<file path="src/rtl/i2c_rpt_pkg.sv">
// Shared types and helpers for the I2C repeater/fan-out.
// Latency: n/a (types only).
// Backpressure: n/a.
package i2c_rpt_pkg;

    typedef enum logic [1:0] {
        IDLE  = 2'd0,
        DOWN  = 2'd1,
        UP    = 2'd2,
        GUARD = 2'd3
    } sda_dir_t;

    localparam logic SDA_RELEASE = 1'b1;

    function automatic int guard_cnt_w(input int guard_cyc);
        return $clog2(guard_cyc + 1);
    endfunction

endpackage

</file>
<file path="src/rtl/i2c_glitch_filt.sv">
// Two-flop synchroniser plus run-length glitch filter for one I2C line.
// Latency: 2 + FILT_LEN cycles from pin change to dout change.
// Backpressure: none, free-running; pulses shorter than FILT_LEN are dropped.
module i2c_glitch_filt #(
    parameter int FILT_LEN = 4
) (
    input  logic clk,
    input  logic rst,
    input  logic din,
    output logic dout
);

    logic       sync_q1;
    logic       sync_q2;
    logic [3:0] run_cnt;

    // run_cnt counts consecutive synchronised samples that disagree with dout
    always_ff @(posedge clk) begin
        if (rst) begin
            sync_q1 <= 1'b1;
            sync_q2 <= 1'b1;
            run_cnt <= '0;
            dout    <= 1'b1;
        end else begin
            sync_q1 <= din;
            sync_q2 <= sync_q1;
            if (sync_q2 == dout) begin
                run_cnt <= '0;
            end else if (run_cnt == 4'(FILT_LEN - 1)) begin
                dout    <= sync_q2;
                run_cnt <= '0;
            end else begin
                run_cnt <= run_cnt + 4'd1;
            end
        end
    end

endmodule

</file>
<file path="src/rtl/i2c_rpt_nch.sv">
// I2C repeater: one upstream bus fanned out to NCH downstream buses.
// Latency: filtered line +1 cycle for SCL, +2 cycles for SDA direction changes.
// Backpressure: none; no clock stretching, downstream SCL is never read back.
module i2c_rpt_nch
    import i2c_rpt_pkg::*;
#(
    parameter int NCH       = 2,
    parameter int FILT_LEN  = 4,
    parameter int GUARD_CYC = 8,
    parameter int HB_BITS   = 24
) (
    input  logic             clk,
    input  logic             rst,
    input  logic             s_scl_i,
    input  logic             s_sda_i,
    output logic             s_sda_o,
    output logic [NCH-1:0]   m_scl_o,
    input  logic [NCH-1:0]   m_sda_i,
    output logic [NCH-1:0]   m_sda_o,
    input  logic [NCH-1:0]   ch_en,
    output logic             busy,
    output logic [15:0]      start_cnt,
    output logic             led
);

    localparam int GCNT_W = guard_cnt_w(GUARD_CYC);

    logic               scl_f;
    logic               sda_f_up;
    logic [NCH-1:0]     m_sda_f;
    logic               sda_f_q;
    logic               start_det;
    logic               stop_det;
    logic [NCH-1:0]     act_mask;
    logic [HB_BITS-1:0] hb_cnt;
    logic [GCNT_W-1:0]  gcnt;
    logic               guard_done;
    logic               up_req;
    sda_dir_t           state;
    sda_dir_t           state_nxt;
    logic               s_sda_nxt;
    logic [NCH-1:0]     m_sda_nxt;

    i2c_glitch_filt #(.FILT_LEN(FILT_LEN)) u_filt_scl (
        .clk  (clk),
        .rst  (rst),
        .din  (s_scl_i),
        .dout (scl_f)
    );

    i2c_glitch_filt #(.FILT_LEN(FILT_LEN)) u_filt_sda (
        .clk  (clk),
        .rst  (rst),
        .din  (s_sda_i),
        .dout (sda_f_up)
    );

    for (genvar i = 0; i < NCH; i++) begin : g_ch_filt
        i2c_glitch_filt #(.FILT_LEN(FILT_LEN)) u_filt_msda (
            .clk  (clk),
            .rst  (rst),
            .din  (m_sda_i[i]),
            .dout (m_sda_f[i])
        );
    end

    assign start_det = scl_f & sda_f_q & ~sda_f_up;
    assign stop_det  = scl_f & ~sda_f_q & sda_f_up;

    // Channel mask is only reloaded at (repeated) START
    always_ff @(posedge clk) begin
        if (rst) begin
            sda_f_q   <= 1'b1;
            busy      <= 1'b0;
            start_cnt <= '0;
            act_mask  <= '0;
            m_scl_o   <= '1;
            hb_cnt    <= '0;
        end else begin
            sda_f_q <= sda_f_up;
            hb_cnt  <= hb_cnt + HB_BITS'(1);
            m_scl_o <= ~act_mask | {NCH{scl_f}};
            if (start_det) begin
                busy      <= 1'b1;
                start_cnt <= start_cnt + 16'd1;
                act_mask  <= ch_en;
            end else if (stop_det) begin
                busy <= 1'b0;
            end
        end
    end

    assign up_req     = |(act_mask & ~m_sda_f);
    assign guard_done = (gcnt == GCNT_W'(GUARD_CYC - 1));

    always_ff @(posedge clk) begin
        if (rst) begin
            state <= IDLE;
        end else begin
            state <= state_nxt;
        end
    end

    always_ff @(posedge clk) begin
        if (rst || state != GUARD) begin
            gcnt <= '0;
        end else begin
            gcnt <= gcnt + GCNT_W'(1);
        end
    end

    // Upstream low has priority so a master drive is never overridden by a slave
    always_comb begin
        state_nxt = state;
        case (state)
            IDLE: begin
                if (!sda_f_up) begin
                    state_nxt = DOWN;
                end else if (up_req) begin
                    state_nxt = UP;
                end
            end
            DOWN:    if (sda_f_up) state_nxt = GUARD;
            UP:      if (!up_req) state_nxt = GUARD;
            GUARD:   if (guard_done) state_nxt = IDLE;
            default: state_nxt = IDLE;
        endcase
    end

    always_comb begin
        s_sda_nxt = SDA_RELEASE;
        m_sda_nxt = {NCH{SDA_RELEASE}};
        case (state)
            DOWN:    m_sda_nxt = ~act_mask;
            UP:      s_sda_nxt = ~SDA_RELEASE;
            default: ;
        endcase
    end

    always_ff @(posedge clk) begin
        if (rst) begin
            s_sda_o <= SDA_RELEASE;
            m_sda_o <= {NCH{SDA_RELEASE}};
        end else begin
            s_sda_o <= s_sda_nxt;
            m_sda_o <= m_sda_nxt;
        end
    end

    assign led = hb_cnt[HB_BITS-1] ^ (state == UP);

endmodule

</file>
<file path="config.mk">
export PLATFORM = sky130hd
export DESIGN_NAME = i2c_rpt_nch
export DESIGN_NICKNAME = d
export VERILOG_FILES = /design/src/rtl/i2c_rpt_pkg.sv /design/src/rtl/i2c_glitch_filt.sv /design/src/rtl/i2c_rpt_nch.sv
export SDC_FILE = /design/constraint.sdc
export NUM_CORES = 1
export LEC_CHECK = 0
export BUFFER_PORTS_ARGS = -buffer_cell sky130_fd_sc_hd__buf_2
export CORE_MARGIN = 2
export CORE_UTILIZATION = 50
export CTS_BUF_LIST = sky130_fd_sc_hd__clkbuf_16
export CTS_CLUSTER_SIZE = 40
export DETAILED_ROUTE_END_ITERATION = 6
export GPL_ROUTABILITY_DRIVEN = 0
export HOLD_SLACK_MARGIN = 0.02
export PLACE_DENSITY = 0.69
export SLEW_MARGIN = 15
export SYNTH_ARGS = -nofsm -noshare
export SYNTH_HDL_FRONTEND = slang
export SYNTH_SLANG_ARGS = --single-unit
</file>
<file path="constraint.sdc">
create_clock -name clk -period 2.21 [get_ports clk]
set_clock_uncertainty 0.15 [all_clocks]
set_input_delay 0.1105 -clock clk [delete_from_list [all_inputs] [get_ports clk]]
set_output_delay 0.1105 -clock clk [all_outputs]
set_load 0.005 [all_outputs]
</file>
# Word-level counts from Yosys, hierarchy flattened
# Index checks and enable logic that the tools add are counted.
# word_totals
output_inout_bits	23
reg_bits	83
inputBits	8
# op_classes
add_sub_neg	7
n_bitwise	16
n_reduce_logical	14
eq_ne	17
n_mux	9
# ops
cell	count
$add A24 B1 Y24 const B	1
$add A4 B1 Y4 const B	5
$add A16 B1 Y16 const B	1
$eq A4 B2 Y1 const B	4
$reduce_or A3 Y1	4
$mux W2	5
$pmux W2 S4	1
$reduce_and A2 Y1	4
$not A1 Y1	7
$ne A2 B2 Y1 const B	3
$and A1 B1 Y1	4
$eq A1 B1 Y1	4
$eq A2 B2 Y1 const B	2
$eq A4 B3 Y1 const B	1
$not A2 Y2	2
$reduce_and A4 Y1	1
$reduce_or A2 Y1	2
$mux W1	3
$ne A3 B3 Y1 const B	1
$and A2 B2 Y2	1
$eq A2 B1 Y1 const B	1
$logic_not A2 Y1	1
$ne A2 B1 Y1 const B	1
$or A2 B2 Y2	1
3 further kinds	3

# Depth between registers and ports, before layout
# Gate-level depths: netlist (run 1).
# logic_depth
ltp_word	6
depth_mapped	6

# Modules after synthesis
# A second synthesis (run 1) with hierarchy kept.
# hier_totals
hier_cells	372
area_unflattened_um2	3438.3
# modules_own_cells
mod	cells_per_inst	seq_area_each_um2	instances	area_per_inst_um2
i2c_rpt_nch	276	1101.1	1	2447.3
i2c_glitch_filt	24	140.1	4	247.7

# Least setup slack after synthesis (run 1)
# Ideal clock, no wire load.
# synth_path
path_type	reg-to-reg
from	register start_cnt[7]
to	register start_cnt[14]
n_path_buf	0
path_stages_with_launch	5
t_arrival_ns	1.481
t_required_ns	1.990
path_slack_ns	0.509
cell_sequence	dfxtp_1 nand4_1 or2_1 or4_1 a21oi_1
# synth_via
elab_chain_cells	1
# synth_rtl
element	line	rtl
start: declaration	i2c_rpt_nch.sv:22	output logic [15:0] start_cnt,
start signal: assignment	i2c_rpt_nch.sv:85	start_cnt <= start_cnt + 16'd1;
$add A16 B1 Y16	i2c_rpt_nch.sv:85	
# No other way between the ends.
# A chain may end at the register's enable or synchronous reset.

# Worst setup path after layout (run 1)
# layout_path
from	register hb_cnt[0]
to	register hb_cnt[14]
# layout_via
elab_chain_cells	1
# layout_rtl
element	line	rtl
start: declaration	i2c_rpt_nch.sv:35	logic [HB_BITS-1:0] hb_cnt;
start signal: assignment	i2c_rpt_nch.sv:81	hb_cnt <= hb_cnt + HB_BITS'(1);
$add A24 B1 Y24	i2c_rpt_nch.sv:81	
# No other way between the ends.

==> results of run 1 <==
==> power breakdown <==
part,total [uW],switching [uW],internal (uW)
registers,1550,25.6,1530
logic,222,116,106
clock network,1460,587,872
total,3240,729,2510
==> flip-flops by register name, indices dropped and copies added, names as in the netlist, 2 cells and up <==
signal,count
hb_cnt,24
start_cnt,16
g_ch_filt.u_filt_msda.run_cnt,8
gcnt,4
u_filt_scl.run_cnt,4
u_filt_sda.run_cnt,4
act_mask,2
g_ch_filt.u_filt_msda.dout,2
g_ch_filt.u_filt_msda.sync_q1,2
g_ch_filt.u_filt_msda.sync_q2,2
m_scl_o,2
m_sda_o,2
state,2
==> logic make-up after synthesis <==
kind of cell             count (synthesis)  share of synthesized area
adder cells (fa/ha/maj)                 12                     0.0437
AND/OR/NAND/NOR                        161                      0.254
AO/OA/AOI/OAI                           41                     0.0725
buffers and inverters                   25                     0.0306
flip-flops                              83                      0.484
XOR/XNOR                                35                     0.0892
multiplexers                             9                     0.0266
==> stage by stage <==
step	hold slack (ns)	instances	setup slack (ns)
2_1_floorplan	0.0643	366	0.509
3_3_place_gp	0.149	468	0.417
6_report	0.259	491	0.343
3_5_place_dp	0.155	468	0.371
4_1_cts	0.262	491	0.320
5_1_grt	0.276	491	0.206
==> area by class of cell <==
class / instances / area [sq um] / area share
clock buffer: 9 / 225 / 0.0560
clock inverter: 7 / 68.8 / 0.0171
inverter: 13 / 48.8 / 0.0121
multi-input combinational: 258 / 1670 / 0.415
sequential: 83 / 1660 / 0.413
tap: 80 / 100 / 0.0249
timing repair buffer: 41 / 250 / 0.0622
==> worst min path at each step <==
stage | from | end | slack [ns] | cells after the start
after global placement | m_sda_i[1] | g_ch_filt[1].u_filt_msda.sync_q1 | 0.15 | 2
after floorplan | m_sda_i[0] | g_ch_filt[0].u_filt_msda.sync_q1 | 0.06 | 1
after CTS | u_filt_sda.sync_q1 | u_filt_sda.sync_q2 | 0.26 | 1
final | u_filt_sda.sync_q1 | u_filt_sda.sync_q2 | 0.26 | 1
after global routing | u_filt_sda.sync_q1 | u_filt_sda.sync_q2 | 0.28 | 1
after detailed placement | m_sda_i[0] | g_ch_filt[0].u_filt_msda.sync_q1 | 0.15 | 2
==> cells in the final DEF (no fill, tap or decap), types with 3 or more instances in the layout <==
master / netlist / final
a21oi_1: 18 / 18
buf_2: 3 / 30
inv_1: 13 / 14
nor2b_1: 4 / 4
mux2i_1: 8 / 8
o21ai_0: 8 / 8
nor3_1: 5 / 5
xnor2_1: 20 / 20
dfxtp_1: 83 / 83
clkbuf_16: 0 / 9
buf_4: 0 / 4
xor2_1: 15 / 15
or4_1: 8 / 8
or2_2: 9 / 9
and4_1: 3 / 3
nand4_1: 11 / 11
nor4_1: 3 / 3
nand3_1: 17 / 17
nand2_1: 24 / 24
dlygate4sd3_1: 0 / 7
or3_1: 10 / 10
nor2_1: 52 / 52
o31ai_1: 8 / 8
nor3b_1: 4 / 4
ha_1: 12 / 12
==> per-layer routing <==
layer | share of wire | vias to the layer above | routed length [um]
li1 | - | 1349 | -
met1 | 0.50 | 1204 | 3130
met2 | 0.46 | 44 | 2880
met3 | 0.032 | 8 | 205
met4 | 0.015 | 0 | 93
met5 | 0 | - | 0
==> repair_timing <==
action                    4_1_cts  5_1_grt
hold buffers                    7        0
gates resized for setup         0        0
setup buffers                   0        0
hold endpoints to repair       12        0
==> critical path: stages, from the launching register on <==
cell and delay (ns):
dfxtp_1 0.38, ha_1 0.20, nand3_1 0.24, buf_4 0.26, or4_1 0.39, a21oi_1 0.17
==> summary.md, run 1 <==
| Metric | Value |
|---|---|
| # rows | 30 |
| Synth warn | 0 |
| Starting density of the core | 0.511 |
| HP Class | flip-flop to flip-flop |
| Synth Register Bits | 83 |
| Initial antenna violation count | 0 |
| CTS tree | built |
| Synth Flop Type | dfxtp_1 |
| Drt initial violations | 122 |
| Clk root buf | clkbuf_16 |
| Grt met1 use | 0.240 |
| Post-Synthesis Cells | 366 |
| Vias | 2,605 |
| Die footprint | 7550 sq um |
| CTS buffer count | 9 |
| I/O Pins | 31 |
| Nets | 426 |
| Timing endpoint of the critical path | hb_cnt[14] |
| Largest net degree at the start of global routing | 26 |
| Final worst path period share | 0.845 |
| Synth cell count leaders | dfxtp_1 (83), nor2_1 (52), nand2_1 (24) |
| Critical path class | flip-flop to flip-flop |
| Mapped Area | 3440 sq um |
| DPL Wire Length | 4.25 mm |
| Worst-margin pin slew | 0.346 ns |
| Synth top area share | 0.484 |
| LEAKAGE | 0.00152 uW |
| # diodes | 0 |
| Met3 usage | 0.0360 |
| Unrepaired setup endpoints after global routing | no |
| Seq/Total Area, Yosys | 0.484 |
| Final Util | 0.599 |
| Power Density | 804 nW/um^2 |
| CTS max path bufs | 2 |
| Number of flops mapped to enable cells by yosys | 0 |
| Most common cell in the netlist | dfxtp_1 |
| Worst R2R End | hb_cnt[14] |
| Max cap viols | 0 |
| GRT met2 Usage | 0.287 |
| Worst skew pair latency | 0.33 ns |
| Post-synthesis cell type count | 43 |
| Crit path from | hb_cnt[0] |
| Data arrival, critical path | 1.97 ns |
| Async SR Flop Fraction | 0 |
| Residual DRC | 0 |
| Slew Limit Fails | 0 |
| Crit path launch type | flip-flop |
| Worst R2R Start | hb_cnt[0] |
| Avg Cell Area, Syn | 9.39 sq um |
| Area after DPL | 3660 sq um |
| DR WL/cell | 12.9 um |
| Global-route wire length before repair | 10.8 mm |
| Total Wirelength | 6.32 mm |
| ANT nets after route | 0 |
| CP endpoint kind | flip-flop |
| Die Y | 86.9 um |
| PortBufs | 30 |
| Busiest layer in global routing | met2 |
| Max Fclk | 0.536 GHz |
| Largest area contributor in the netlist | dfxtp_1 |
| Synth top area cells | dfxtp_1 (48%), nor2_1 (5.7%), xnor2_1 (5.1%), ha_1 (4.4%), xor2_1 (3.8%) |
| Design Power | 3240 uW |
| Drt pass-1 iters | 4 |
| Depth of the worst register-to-register path | 5 |
| Max-slew headroom | 0.767 |
| Minimum clock period | 1.87 ns |
| Total negative setup slack | 0 ns |
| Peak VDD IR | 457 uV |
| CP Data Required Time | 2.32 ns |
| Die Wd | 86.9 um |
| Post-DR vias/cell | 5.31 |
| H-tree depth | 3 |
| Synth-to-Final Area Change | 17.1% |
| Gr ovfl total | 0 |
| Core Area | 6720 sq um |
| Layout cells sized above 1 | 0.158 |
| Fill cells | 591 |
| Syn nets | 386 |
| Flop2flop setup slack | 0.34 ns |
| Clock net sink count | 83 |
| Design Area, Final | 4020 sq um |
| Final Hold Fails | 0 |
| Endpoints failing setup | 0 |
| Worst-path maximum fanout | 9 |
| Vias in the first global route | 2,340 |
| Gr usage total | 0.183 |
| Reg clk slew, reported paths | 0.06 ns |
| Status | finished clean |
(Power assumes the default switching activity.)
==> run 2, diff against run 1 <==
- clock period: 2.21 -> 1.8 ns (I/O delays scaled with it)
==> summary.md, run 2 (synthesis results as in run 1) <==
| Metric | Value |
|---|---|
| Max Fclk | 0.572 GHz |
| Status | finished clean |
| Largest registers | hb_cnt: 24 flops, start_cnt: 16 flops, g_ch_filt.u_filt_msda.run_cnt: 8 flops |
| Power Density | 944 nW/um^2 |
| Register name with the most flops | hb_cnt |
| Slew Limit Fails | 0 |
| Worst skew pair latency | 0.33 ns |
| CTS tree | built |
| Critical path's slowest cell | or4_1 |
| Minimum clock period | 1.75 ns |
| Global-route wire length before repair | 11.3 mm |
| Most common cell after layout, fill and taps aside | dfxtp_1 |
| Design Area, Final | 4230 sq um |
| Drt initial violations | 73 |
| Most frequent cells in the layout | dfxtp_1 (82), nor2_1 (52), buf_4 (31) |
| Peak VDD IR | 516 uV |
| Total Wirelength | 6.85 mm |
| Area after DPL | 3850 sq um |
| Core Area | 6720 sq um |
| Endpoints failing setup | 0 |
| Final Util | 0.630 |
| Final Hold Fails | 0 |
| I/O Pins | 31 |
| Max-slew headroom | 0.684 |
| PortBufs | 30 |
| Die footprint | 7550 sq um |
| Critical path class | flip-flop to flip-flop |
| Residual DRC | 0 |
| CTS buffer count | 9 |
| Max FFs per register | 24 |
| Final worst path period share | 0.972 |
| Post-DR vias/cell | 5.42 |
| HP Class | input pin to flip-flop |
| Reg clk slew, reported paths | 0.06 ns |
| Largest net degree at the start of global routing | 28 |
| Fill cells | 570 |
| Clock net sink count | 83 |
| Clk root buf | clkbuf_16 |
| CP endpoint kind | flip-flop |
| Vias | 2,805 |
| Die Wd | 86.9 um |
| Layout cells sized above 1 | 0.224 |
| Starting density of the core | 0.511 |
| H-tree depth | 3 |
| Hold Slack | 0.0432 ns |
| Crit path launch type | flip-flop |
| Worst-margin pin slew | 0.474 ns |
| Vias in the first global route | 2,628 |
| Nets | 453 |
| CTS max path bufs | 2 |
| Post-Place Worst Slack | 0.0406 ns |
| Unrepaired setup endpoints after global routing | yes |
| Final worst setup slack | 0.0507 ns |
| Gr ovfl total | 0 |
| Drt pass-1 iters | 4 |
| Total negative setup slack | 0 ns |
| ANT nets after route | 0 |
| Initial antenna violation count | 0 |
| # diodes | 0 |
| DPL Wire Length | 4.55 mm |
| Slowest Stage Delay on Critical Path | 0.39 ns |
| Crit-path cells | and4_4 -> nand4_4 -> buf_4 -> or4_1 -> a21oi_1 |
| Data arrival, critical path | 1.86 ns |
| Gr usage total | 0.188 |
| CP Data Required Time | 1.91 ns |
| # rows | 30 |
| Worst-path maximum fanout | 7 |
| Synth-to-Final Area Change | 23.2% |
| DR WL/cell | 13.2 um |
| LEAKAGE | 0.00166 uW |
| Die Y | 86.9 um |
| Max cap viols | 0 |
-- run 2: per-layer routing --
| layer | track usage | vias to the layer above | part of all wire |
|---|---|---|---|
| met3 | 0.0360 | 13 | 0.041 |
| met4 | 0.0852 | 0 | 0.017 |
| li1 | - | 1410 | - |
| met2 | 0.323 | 55 | 0.48 |
| met5 | 0 | - | 0 |
| met1 | 0.225 | 1327 | 0.46 |
-- run 2: cell type report --
cell class | count | area (sq um) | share of cell area
flip-flops and latches | 83 | 1660 | 0.393
repair buffers | 67 | 443 | 0.105
clock buffers | 9 | 225 | 0.0532
clock inverters | 7 | 68.8 | 0.0163
multi-input cells | 259 | 1690 | 0.398
well taps | 80 | 100 | 0.0236
inverters | 13 | 48.8 | 0.0115
-- run 2: path summary, 6_finish.rpt --
check | to | startpoint | cells past startpoint | slack, ns
max | hb_cnt[22] | hb_cnt[6] | 5 | 0.05
min | act_mask[0] | rst | 2 | 0.04
max reg2reg | hb_cnt[22] | hb_cnt[6] | 5 | 0.05
min reg2reg | u_filt_sda.sync_q2 | u_filt_sda.sync_q1 | 1 | 0.27
-- run 2: power by group --
group          total [uW]  switching [uW]  internal, uW
logic                 286             152           134
clock network        1800             729          1070
registers            1910            32.2          1880
total                4000             914          3080
-- run 2: worst max-delay path, delay by kind of cell (launching register included) --
| kind | cells | cell delay (ns) |
|---|---|---|
| and+or+nand+nor | 3 | 0.83 |
| buffers and inverters | 1 | 0.17 |
| DFF | 1 | 0.38 |
| AOI/OAI and AO/OA | 1 | 0.15 |
-- run 2: through the flow --
stage / instances / power (uW)
6_report: 518 / 4000
5_1_grt: 518 / 4120
4_1_cts: 516 / 4010
3_5_place_dp: 494 / 2220
3_3_place_gp: 494 / 2210
2_1_floorplan: 366 / 2140
-- run 2: timing repair --
| item | CTS | global route |
|---|---|---|
| gates resized for setup | 0 | 6 |
| endpoints found under the setup margin | 0 | 7 |
| hold buffers | 6 | 0 |
| hold endpoints to repair | 6 | 0 |
| setup buffers | 0 | 1 |
